==> config.mk <==
export PLATFORM = sky130hd
export DESIGN_NAME = regfile_write_arbiter
export DESIGN_NICKNAME = d
export VERILOG_FILES = /design/src/rtl/regfile_write_arbiter.sv
export SDC_FILE = /design/constraint.sdc
export NUM_CORES = 1
export LEC_CHECK = 0
export CORE_ASPECT_RATIO = 1.2
export CORE_MARGIN = 8
export CORE_UTILIZATION = 34
export DETAILED_ROUTE_END_ITERATION = 6
export PLACE_DENSITY = 0.76
export SYNTH_ARGS = -nofsm -noshare
export SYNTH_HDL_FRONTEND = slang
export SYNTH_SLANG_ARGS = --single-unit
==> constraint.sdc <==
create_clock -name clock -period 1.95 [get_ports clock]
set_input_delay 0.2925 -clock clock [delete_from_list [all_inputs] [get_ports clock]]
set_output_delay 0.2925 -clock clock [all_outputs]
set_load 0.01 [all_outputs]
==> src/rtl/regfile_write_arbiter.sv <==
// regfile_write_arbiter
//   Shares the single register-file write port between the ALU writeback
//   path and the memory-load writeback path. Round-robin arbitration with a
//   registered grant: the winning index is decoded to a one-hot strobe
//   (code 000 -> bit 7 / r7 ... code 111 -> bit 0 / r0), the winning data is
//   registered, and a one-cycle ack is returned to the winner.
//
// Ports
//   clock       system clock, rising edge
//   reset       asynchronous, active-high reset
//   hold        register file busy; no new grants while high
//   alu_req     ALU write request, held until alu_ack
//   alu_reg     ALU destination register code
//   alu_data    ALU write data
//   alu_ack     one-cycle grant pulse to the ALU
//   mem_req     load write request, held until mem_ack
//   mem_reg     load destination register code
//   mem_data    load write data
//   mem_ack     one-cycle grant pulse to the load path
//   wr_enable   one-hot register write strobe (or all zero)
//   wr_data     data for the strobed register
//   pending     registers with an outstanding, not-yet-acked write request
//   last_grant  0 = ALU granted last, 1 = MEM granted last
module regfile_write_arbiter #(
  parameter int DATA_WIDTH = 16
) (
  input  logic                  clock,
  input  logic                  reset,
  input  logic                  hold,
  input  logic                  alu_req,
  input  logic [2:0]            alu_reg,
  input  logic [DATA_WIDTH-1:0] alu_data,
  output logic                  alu_ack,
  input  logic                  mem_req,
  input  logic [2:0]            mem_reg,
  input  logic [DATA_WIDTH-1:0] mem_data,
  output logic                  mem_ack,
  output logic [7:0]            wr_enable,
  output logic [DATA_WIDTH-1:0] wr_data,
  output logic [7:0]            pending,
  output logic                  last_grant
);

  typedef enum logic [1:0] {
    IDLE   = 2'd0,
    WR_ALU = 2'd1,
    WR_MEM = 2'd2
  } state_t;

  state_t state, next_state;
  logic   alu_elig, mem_elig;

  // Register code 000 maps to the top strobe bit.
  function automatic logic [7:0] decode(input logic [2:0] code);
    logic [7:0] onehot;
    onehot = '0;
    onehot[3'd7 - code] = 1'b1;
    return onehot;
  endfunction

  // State register: the state names the write issued on the current cycle,
  // so the acks fall straight out of it and drop the instant reset rises.
  always_ff @(posedge clock or posedge reset) begin
    if (reset) begin
      state <= IDLE;
    end else begin
      state <= next_state;
    end
  end

  // Next-state and combinational outputs.
  always_comb begin
    alu_ack    = (state == WR_ALU);
    mem_ack    = (state == WR_MEM);
    // A requester on its own ack cycle is still holding req high; masking it
    // keeps the same request from being granted twice.
    alu_elig   = alu_req & ~alu_ack;
    mem_elig   = mem_req & ~mem_ack;
    pending    = (alu_elig ? decode(alu_reg) : '0) |
                 (mem_elig ? decode(mem_reg) : '0);
    next_state = IDLE;
    if (!hold) begin
      if (alu_elig && mem_elig) begin
        next_state = last_grant ? WR_ALU : WR_MEM;
      end else if (alu_elig) begin
        next_state = WR_ALU;
      end else if (mem_elig) begin
        next_state = WR_MEM;
      end
    end
  end

  // Write port registers, loaded on the granting edge only.
  always_ff @(posedge clock or posedge reset) begin
    if (reset) begin
      wr_enable  <= '0;
      wr_data    <= '0;
      last_grant <= 1'b1;
    end else begin
      unique case (next_state)
        WR_ALU: begin
          wr_enable  <= decode(alu_reg);
          wr_data    <= alu_data;
          last_grant <= 1'b0;
        end
        WR_MEM: begin
          wr_enable  <= decode(mem_reg);
          wr_data    <= mem_data;
          last_grant <= 1'b1;
        end
        default: begin
          wr_enable  <= '0;
        end
      endcase
    end
  end

endmodule

Yosys cells after proc, flatten, opt, wreduce, memory -nomap -nowiden
Index checks and enable logic that the tools add are counted.
Widths: inputs -> output; s select.
{ "word_totals": {"regBits": 27, "inputBits": 43, "output_inout_bits": 35} }
{ "op_classes": {"add_sub_neg": 2, "order_cmp": 4, "eq_ne": 4, "mux": 14, "n_bitwise": 5, "reduce_logical": 4} }
{ "ops": {"columns": ["operator", "n"], "rows": [
  ["$pmux 16 s2", 1],
  ["$mux 8", 2],
  ["$pmux 8 s2", 1],
  ["$mux 2", 5],
  ["$lt 3x4->1 const B", 2],
  ["$or 8x8->8", 1],
  ["$demux 1 s3", 2],
  ["$ge 3x1->1 const B", 2],
  ["$sub 3x3->3 const A", 2],
  ["$eq 2x1->1 const B", 2],
  ["$eq 2x2->1 const B", 2],
  ["$logic_and 1x1->1", 3],
  ["$and 1x1->1", 2],
  ["$mux 1", 2],
  ["$not 1->1", 2],
  ["$pmux 1 s2", 1],
  ["$reduce_bool 2->1", 1]
]} }

Longest topological paths before layout
{ "logic_depth": {"depth_word": 9, "mapped_depth": 8, "mapped_depth_nobuf": 7} }

Worst setup path before layout
No wires, ideal clock.
{ "synth_timing": {"path_type": "flip-flop to flip-flop", "startpoint": "reg last_grant", "endpoint": "reg wr_enable[5]", "t_arrival_ns": 1.886, "setup_slack_ns": -0.018, "path_stages_with_launch": 8, "path_buffers": 1, "path_cell_list": "dfstp_2 -> nand2b_1 -> maj3_1 -> nand3b_1 -> ha_1 -> buf_6 -> or3b_4 -> o22ai_1"} }
{ "synth_between": {"elab_chain_len": 5} }
{ "synth_rtl": {"columns": ["item", "line_no", "rtl"], "rows": [
  ["start, declared", "41", "output logic last_grant"],
  ["start signal, assigned", "98", "last_grant <= 1'b1;"],
  ["start signal, assigned", "104", "last_grant <= 1'b0;"],
  ["start signal, assigned", "109", "last_grant <= 1'b1;"],
  ["$mux 2 (*)", "84", "next_state = last_grant ? WR_ALU : WR_MEM;"],
  ["$mux 2 (*)", "83", "if (alu_elig && mem_elig) begin"],
  ["$mux 2 (*)", "82", "if (!hold) begin"],
  ["$eq 2x2->1 / $eq 2x1->1 (equally long branches)", "100", "unique case (next_state)"],
  ["$pmux 8 s2 (*)", "100", null],
  ["end signal, assigned", "102", "wr_enable <= decode(alu_reg);"],
  ["end signal, assigned", "107", "wr_enable <= decode(mem_reg);"],
  ["end, declared", "38", "output logic [7:0] wr_enable,"]
]} }
Mark *: on every way between the ends. The rest lies on a longest branch, timed or not.
A chain may end at the register's enable or synchronous reset.

Worst setup path in the final report
{ "layout_timing": {"startpoint": "in alu_req", "endpoint": "out pending[6]"} }
{ "layout_between": {"elab_chain_len": 3} }
{ "layout_rtl": {"columns": ["item", "line_no", "rtl"], "rows": [
  ["start, declared", "30", "input logic alu_req,"],
  ["$and 1x1->1", "77", "alu_elig = alu_req & ~alu_ack;"],
  ["$mux 8", "79", "pending = (alu_elig ? decode(alu_reg) : '0) |"],
  ["$or 8x8->8", "79", null],
  ["end, declared", "40", "output logic [7:0] pending,"]
]} }
No other way between the ends.

==> flow_summary.ini <==
[floorplan]
num_rows = 25
start_util_pct = 34.9
die_y_microns = 85.1
dieArea_sq_um = 6260
die_w_microns = 73.6
io_pins = 78
coreArea_sq_um = 3880

[cts]
cts_hold_buf = 0
cts_tree = yes
cts_buffer_depth = 2
cts-root-buf = clkbuf_8
cts_buffers = 3
cts_sinks = 27
htreeDepth = 1
path_clk_slew_ns = 0.09
worst_skew_pair.late_latency_ns = 0.26

[layout]
final_util_pct = 63.0
final_cell_mix = clkdlybuf4s50_1, dfrtp_1, buf_4
final_common_cell = clkdlybuf4s50_1
antenna_cells = 0
nets = 279
final_area_sq_um = 2440
drive_gt1_share_pct = 18.5
area_growth_pct = 80.8

[power]
ir_worst_vdd_v = 0.000405
power.share.clock_pct = 17.3
seq_power_share_pct = 42.4
leakagePower_nw = 1.08
power_frac_comb_pct = 40.3
power_switching_mw = 0.498
power_density_nw_per_um2 = 707
sw_frac_of_total_pct = 28.8
intPower_mw = 1.23

[run]
max_cap_viol_count = 0

[drt]
route.detailed.drc = 0
drt_wl_total_mm = 4.12
first_iter_violations = 62
detail-route-antenna-nets = 0
detail_route.vias_per_cell = 4.71
dr_total_vias = 1353
firstDrtPassIters = 4
wl_per_cell_microns = 14.3

[synth]
synth_fp_nets = 178
yosys.area.top_type_share_pct = 48.1
synth-seq-cells = 27
synthesis.instances = 133
synthArstFlopShare_pct = 100
ys_warn_count = 0
ys_types = 21
synth_flop_cell = dfrtp_1
synth_largest_area_cell = dfrtp_1
netlist_area_sq_um = 1350
yosys-top-cells-area = dfrtp_1, mux2i_1, o22ai_1, o21ai_0, nand2_1
ys_seq_area_share_pct = 50.0
synth_edf_count = 0
syn_avg_cell_area_sq_um = 10.2

[timing]
timing.fmax_ghz = 0.519
fin_crit_ns = 1.93
finalSetupViolations = 0
drv_slew = 0
relSlewSlack_pct = 78.4
max_slew.worst_pin.slew_ns = 0.323
hold_viol_final = 0
min_period_over_period_pct = 98.8
fin_worst_skew_ns = 0.00460
tns_ns = 0
rsz0062_at_grt = true

[critical_path]
r2r-end = wr_enable[5]
reg2reg_depth = 6
rr_startpoint = last_grant
startpoint_type = input port
end_kind = output pin
r2r_slack_ns = 0.05
required_ns = 1.66
worst-setup-path-type = in2out
critical_path.cell_chain = clkdlybuf4s50_1, buf_4, nand3_1, o22ai_1, dlygate4sd2_1
cpMaxStageDelayCell = clkdlybuf4s50_1
critPathArrivalTime_ns = 1.63
critPathMaxStageDelay_ns = 0.54
critPathCapture = pending[6]
worst-path-max-fanout = 4
startpoint = alu_req

[place]
post_dp_cell_area_sq_um = 2330
globalplace.congestion = 0.825
port_buffers = 77
detailed_place_hpwl_mm = 3.29

[grt]
grt_pass1_vias = 1361
grt.total_usage_pct = 12.9
grt_pass1_wl_mm = 6.45
antenna_found_initial = 0
grt-ovfl-total = 0
grt_start_max_net_pins = 28

[min_path]
hold_path.class = in2async

[run_status]
status = complete, no violations
-- how the worst min path moves through the flow --
stage | from | depth (start not counted) | slack [ns] | end
final | reset | 3 | 0.39 | wr_data[6]
after global placement | wr_data[9] | 2 | 0.46 | wr_data[9]
after detailed placement | wr_data[14] | 2 | 0.47 | wr_data[14]
after floorplan | reset | 1 | 0.34 | state[0]
after CTS | reset | 3 | 0.40 | wr_data[7]
after global routing | reset | 3 | 0.42 | wr_data[2]
-- power groups by stage --
stage                     registers, mW  logic [mW]  clock network (mW)
after floorplan                   0.794       0.209                   0
after global placement            0.739       0.673                   0
after detailed placement          0.745       0.685                   0
after CTS                         0.736       0.689               0.316
after global routing              0.749       0.760               0.337
final                             0.733       0.698               0.299
-- synth_stat cells (3+ instances only) --
master    count
dfrtp_1      26
nand2_1      20
mux2i_1      16
o21ai_0      16
o22ai_1      16
nand2b_1      9
inv_1         4
nand3b_1      4
a21o_1        3
clkbuf_1      3
nand3_1       3
-- critical path: cells and delay by family --
family                 cells  cell delay (ns)
AOI/OAI and AO/OA          1             0.21
and+or+nand+nor            1             0.15
buffers and inverters      3             0.98
-- repair_timing --
item,4_1_cts,5_1_grt
buffers inserted,0,2
pin swaps,1,4
endpoints found under the setup margin,10,10
gates resized for setup,10,10
-- sequential cells by signal (all words and copies together), names as in the netlist --
name and cells:
wr_enable 8, last_grant 1, state 2, wr_data 16
-- through the flow --
step | instances | total power, mW | hold slack [ns] | setup WS, ns
finish | 287 | 1.73 | 0.392 | 0.0236
floorplan | 133 | 1.00 | 0.344 | 0.00160
CTS | 285 | 1.74 | 0.398 | 0.000140
global placement | 281 | 1.41 | 0.465 | -0.281
global route | 287 | 1.85 | 0.421 | -0.0523
detailed placement | 281 | 1.43 | 0.472 | -0.353
-- per-layer routing --
layer	wire [microns]	up-vias	global-route usage, %
met4	80	0	4.92
met5	0	-	0
met2	2230	43	23.1
li1	-	668	-
met1	1510	636	13.0
met3	304	6	4.60
-- kinds of logic after synthesis --
kind of cell / Yosys count / synth area share [%]
buffers and inverters: 10 / 4.16
AND/OR/NAND/NOR: 41 / 16.0
adder cells (fa/ha/maj): 3 / 2.59
AO/OA/AOI/OAI: 36 / 15.4
flip-flops: 27 / 50.0
multiplexers: 16 / 11.8
-- layout make-up --
| type | count | area (sq um) |
|---|---|---|
| fillers | 394 | 1430 |
| repair buffers | 102 | 963 |
| flip-flops and latches | 27 | 677 |
| multi-input cells | 96 | 677 |
| well taps | 54 | 67.6 |
| clock buffers | 4 | 45.0 |
| inverters | 4 | 15.0 |
Note: power is estimated with default switching activity, not from simulation.
==> RTL change 1, RTL diff (same flow settings) <==
Encoding of `state_t`: now one-hot (3 bits for 3 states).
--- a/src/rtl/regfile_write_arbiter.sv
+++ b/src/rtl/regfile_write_arbiter.sv
@@ -41,10 +41,10 @@
   output logic                  last_grant
 );
 
-  typedef enum logic [1:0] {
-    IDLE   = 2'd0,
-    WR_ALU = 2'd1,
-    WR_MEM = 2'd2
+  typedef enum logic [2:0] {
+    IDLE   = 3'b001,
+    WR_ALU = 3'b010,
+    WR_MEM = 3'b100
   } state_t;
 
   state_t state, next_state;
Function: same outputs for any inputs over 10 cycles, from zero or initial values and one cycle with reset high; not proved beyond that.
==> RTL change 1 against the original RTL <==
- synthesized area shrank 2.4%
- setup slack lost 0.014 ns
- total power shrank 12%
- hold slack lost 0.019 ns
- final area grew 0.82%
- critical endpoint is now pending[5]
- clock power grew 4%
- combinational power shrank 24%
- sequential cell count grew 1
- routed wire length shrank 0.15%
==> RTL change 1: results (changes against the original RTL) <==
synth:
  synthTopCellsByCount: "26 x dfrtp_1, 17 x nor2_1, 16 x a21oi_1, 16 x mux2i_1, 16 x o22ai_1"
  syn_area_per_cell_um2: 10.3  # +1.4%
  synth_compound_area_share_pct: 16.0  # +0.66 points
  yosysWarnings: 0  # unchanged
  synthMuxAreaShare_pct: 12.1  # +0.29 points
  synth_area_leaders: "dfrtp_1 49%, mux2i_1 12%, o22ai_1 7.6%"
  synthArstFlopShare_pct: 100  # unchanged
  synth_xor_area_share_pct: 0  # unchanged
  syn_nets: 171  # -3.9%
  synth_fa_ha_area_share_pct: 0  # -2.6 points
  synth_cell_types: 23  # +9.5%
  synth-main-ff-cell: "dfrtp_1"
  synth_seq_area_share_pct: 53.3  # +3.2 points
worst_setup_path:
  cp-endpoint: "pending[5]"
  crit_start: "state[0]$_DFF_PP1_"
  r2r-end: "wr_enable[0]$_DFF_PP0_"
  ff2ff_setup_slack_ns: 0.08  # +0.03 ns
  r2r_start: "state[1]$_DFF_PP0_"
  cp_max_fo: 4  # unchanged
  crit_family: "flip-flops"
  cp_slowest_stage_delay_ns: 0.54  # about the same
  critical_path_arrival_ns: 1.65  # +0.02 ns
  rr_worst_depth: 7  # +1
  cp_slowest_cell: "dfstp_2"
drt:
  num_vias: 1363  # +0.74%
  drt-initial-drc-count: 59  # -4.8%
  wl_um: 4110  # -0.15%
  wire_per_inst_um: 14.3  # -0.15%
layout:
  layout-drive-gt1-share_pct: 23.6  # +5.2 points
  fillCellCount: 326  # -17%
  final_nets: 277  # -0.72%
  antennaDiodeCount: 0  # unchanged
  top_regs: "wr_data (16), wr_enable (8), state (3)"
outcome:
  status: "finished, final reports clean"
sta:
  worst_pin_slew_ns: 0.340  # +0.0168 ns
  fin_ws_ns: 0.00922  # -0.0144 ns
  finalClockSkew_ns: 0.0136  # +0.00899 ns
global_routing:
  grt_max_degree: 29  # +3.6%
  grt.total_usage_pct: 12.8  # -0.12 points
  grt_pass1_wl_um: 6390  # -0.96%
placed_design:
  pre_cts_ws_ns: -0.352  # +0.00109 ns
  globalplace.congestion: 0.845  # +2.4%
  post_dp_cell_area_um2: 2380  # +2.0%
  dp_hpwl_um: 3290  # about the same
cts:
  clock_latency_ns: 0.27
  cts_max_level: 1  # unchanged
min_path:
  worstHoldPathType: "primary input to asynchronous set/reset pin"
power:
  total_leakage_power_uw: 0.00105  # -3.1%
  vdd_drop_max_v: 0.000357  # -12%
[RTL change 1: logic make-up (layout without fill, tap and decap cells)]
family                 Yosys count  after routing
DFF                             28             28
and+or+nand+nor                 39             39
AOI/OAI and AO/OA               35             35
muxes                           16             16
buffers and inverters           10            115
[RTL change 1: report_power, final]
| part | switching [µW] | total [µW] | internal (µW) |
|---|---|---|---|
| sequential | 35.6 | 687 | 651 |
| clock | 165 | 311 | 146 |
| combinational | 214 | 529 | 316 |
[RTL change 1: layer usage]
layer / up-vias / wire, µm / global-route usage (%)
met3: 2 / 213 / 3.34
met2: 41 / 2200 / 23.6
met4: 0 / 16 / 2.19
met1: 647 / 1680 / 14.1
met5: - / 0 / 0
li1: 673 / - / -
[RTL change 1: worst min path at each step]
stage | from | end | slack [ns] | cells after the start
6_report | reset | wr_data[12]$_DFFE_PP0P_ | 0.37 | 3
5_1_grt | reset | wr_data[12]$_DFFE_PP0P_ | 0.43 | 3
4_1_cts | reset | wr_data[14]$_DFFE_PP0P_ | 0.38 | 3
3_5_place_dp | wr_data[13]$_DFFE_PP0P_ | wr_data[13]$_DFFE_PP0P_ | 0.52 | 2
3_3_place_gp | wr_data[3]$_DFFE_PP0P_ | wr_data[3]$_DFFE_PP0P_ | 0.51 | 2
2_1_floorplan | reset | state[1]$_DFF_PP0_ | 0.36 | 1
[RTL change 1: repair_timing]
action | CTS | global route
gates resized for setup | 29 | 11
setup buffers | 0 | 2
cloned | 0 | 1
endpoints found under the setup margin | 12 | 18
pin swaps | 1 | 2
[RTL change 1: layout make-up]
class                      instances  area, µm²  share of cell area [%]
clock buffer                       4       45.0                    1.83
inverter                           5       18.8                   0.761
multi-input combinational         90        634                    25.7
sequential                        28        703                    28.5
tap                               54       67.6                    2.74
timing repair buffer             106        996                    40.4
==> RTL change 2, RTL diff (config.mk and constraints unchanged) <==
Without the edit above. Change the parameter `DATA_WIDTH` from 16 to 14.
--- a/src/rtl/regfile_write_arbiter.sv
+++ b/src/rtl/regfile_write_arbiter.sv
@@ -22,7 +22,7 @@
 //   pending     registers with an outstanding, not-yet-acked write request
 //   last_grant  0 = ALU granted last, 1 = MEM granted last
 module regfile_write_arbiter #(
-  parameter int DATA_WIDTH = 16
+  parameter int DATA_WIDTH = 14
 ) (
   input  logic                  clock,
   input  logic                  reset,
Ports: changed (resized alu_data, mem_data and wr_data); port bits go from 78 to 72. No check against the original RTL was run, so the function may have changed too.
==> RTL change 2 against the original RTL <==
- die area is 5.5% lower
- sequential cell count is 2 lower
- core utilization is 1.0 points lower
- clock skew is 0.0019 ns lower
- total power is 8.0% lower
- synthesized cell count is 6.8% lower
- routed wire length is 2.2% lower
- synthesized area is 6.8% lower
- setup slack better by 0.035 ns
- hold slack worse by 0.057 ns
- global-route usage is 1.0 points higher
- largest power group unchanged
- non-clock buffer count is 10 lower
- final area is 8.6% lower
==> RTL change 2: results (changes against the original RTL) <==
power:
  total_leakage_power_uw: 0.000978  # -9.6%
  vdd_drop_max_v: 0.000318  # -21%
worst_setup_path:
  rr_worst_depth: 7  # +1
  cp_slowest_cell: "dfstp_2"
  cp_max_fo: 4  # unchanged
  crit_family: "simple AND/OR/NAND/NOR gates"
  crit_start: "last_grant$_DFFE_PP1P_"
  cp_slowest_stage_delay_ns: 0.55
  critical_path_arrival_ns: 2.02  # +0.39 ns
min_path:
  worstHoldPathType: "primary input to asynchronous set/reset pin"
synth:
  syn_nets: 165  # -7.3%
  synthTopCellsByCount: "24 x dfrtp_1, 18 x nand2_1, 16 x o22ai_1, 14 x mux2i_1, 14 x o21ai_0"
  synth-main-ff-cell: "dfrtp_1"
  synth_cell_types: 23  # +9.5%
  synth_area_leaders: "dfrtp_1 48%, mux2i_1 11%, o22ai_1 7.9%"
  synth_seq_area_share_pct: 49.8  # -0.29 points
  yosysWarnings: 0  # unchanged
  synthArstFlopShare_pct: 100  # unchanged
cts:
  clk_pin_slew_ns: 0.08
  cts_buffers: 3  # unchanged
  clk_path_buf_depth: 2  # unchanged
  clock_latency_ns: 0.25
  cts_root_buf: "clkbuf_8"
  cts_max_level: 1  # unchanged
drt:
  num_vias: 1293  # -4.4%
  drt-initial-drc-count: 59  # -4.8%
  wire_per_inst_um: 15.9  # +11%
  firstDrtPassIters: 4  # unchanged
global_routing:
  grt_pass1_wl_um: 6640  # +2.9%
  use_met1_pct: 15.1  # +2.1 points
  grt_pass1_vias: 1375  # +1.0%
  met3_usage_pct: 6.76  # +2.2 points
  antenna_found_initial: 0  # unchanged
  use_met2_pct: 24.0  # +0.91 points
  grt_max_degree: 30  # +7.1%
  grt.total_usage_pct: 13.9  # +1.0 points
layout:
  antennaDiodeCount: 0  # unchanged
  layout-drive-gt1-share_pct: 20.5  # +2.0 points
  fillCellCount: 309  # -22%
  final_nets: 257  # -7.9%
  top_regs: "wr_data (14), wr_enable (8), state (2)"
placed_design:
  globalplace.congestion: 0.743  # -9.9%
  portBuffers: 71  # -7.8%
  dp_hpwl_um: 3380  # +2.7%
  pre_cts_ws_ns: -0.248  # +0.105 ns
sta:
  max-slew-margin-rel_pct: 72.5  # -6.0 points
  finalClockSkew_ns: 0.00266  # -0.00194 ns
outcome:
  status: "finished, final reports clean"
RTL change 2: cell count changes after synthesis, sizes merged:
cell | before | now
nand2 | 20 | 18
o21ai | 16 | 14
mux2i | 16 | 14
dfrtp | 26 | 24
buf | 3 | 4
clkbuf | 3 | 1
RTL change 2: cell type report:
class | count | area, µm² | area share [%]
repair buffers | 92 | 867 | 38.8
inverters | 4 | 15.0 | 0.672
flip-flops and latches | 25 | 627 | 28.1
clock buffers | 4 | 45.0 | 2.02
well taps | 39 | 48.8 | 2.18
multi-input cells | 90 | 632 | 28.3
RTL change 2: cell families after synthesis:
kind of cell	synth area share [%]
flops	49.8
mux	11.1
fa+ha+maj	2.88
buf+inv	3.77
compound gates	15.9
simple gates	16.6
RTL change 2: layer usage:
layer / vias to the layer above / wire (µm)
met5: - / 0
met4: 0 / 24
met3: 2 / 499
met2: 66 / 1880
met1: 601 / 1620
li1: 624 / -
RTL change 2: path summary, 6_finish.rpt:
kind,to,slack [ns]
max in group asynchronous,wr_data[2]$_DFFE_PP0P_,1.09
setup reg to reg,wr_enable[6]$_DFF_PP0_,0.06
setup / recovery,wr_enable[6]$_DFF_PP0_,0.06
hold reg to reg,wr_data[0]$_DFFE_PP0P_,0.49
hold / removal,wr_enable[6]$_DFF_PP0_,0.33
min in group clock,wr_data[0]$_DFFE_PP0P_,0.49
RTL change 2: timing repair:
action                                  in CTS  in global routing
endpoints found under the setup margin       8                 21
setup buffers                                0                  1
pin swaps                                    0                  3
gates resized for setup                      8                 19
RTL change 2: stage by stage:
stage | setup TNS (ns) | cells | instance area [µm²] | util, % | total power (µW)
finish | 0 | 254 | 2230 | 62.0 | 1590
global route | -0.00972 | 254 | 2230 | 62.0 | 1710
CTS | 0 | 253 | 2180 | 60.6 | 1590
detailed placement | -4.85 | 249 | 2150 | 59.7 | 1310
global placement | -3.67 | 249 | 2150 | 59.7 | 1280
floorplan | 0 | 124 | 1260 | - | 919
RTL change 2: where the power goes:
part           internal (µW)  total [µW]  switching, µW
Combinational            371         637            266
Clock                    145         283            137
Sequential               619         672           53.1
Total                   1130        1590            457
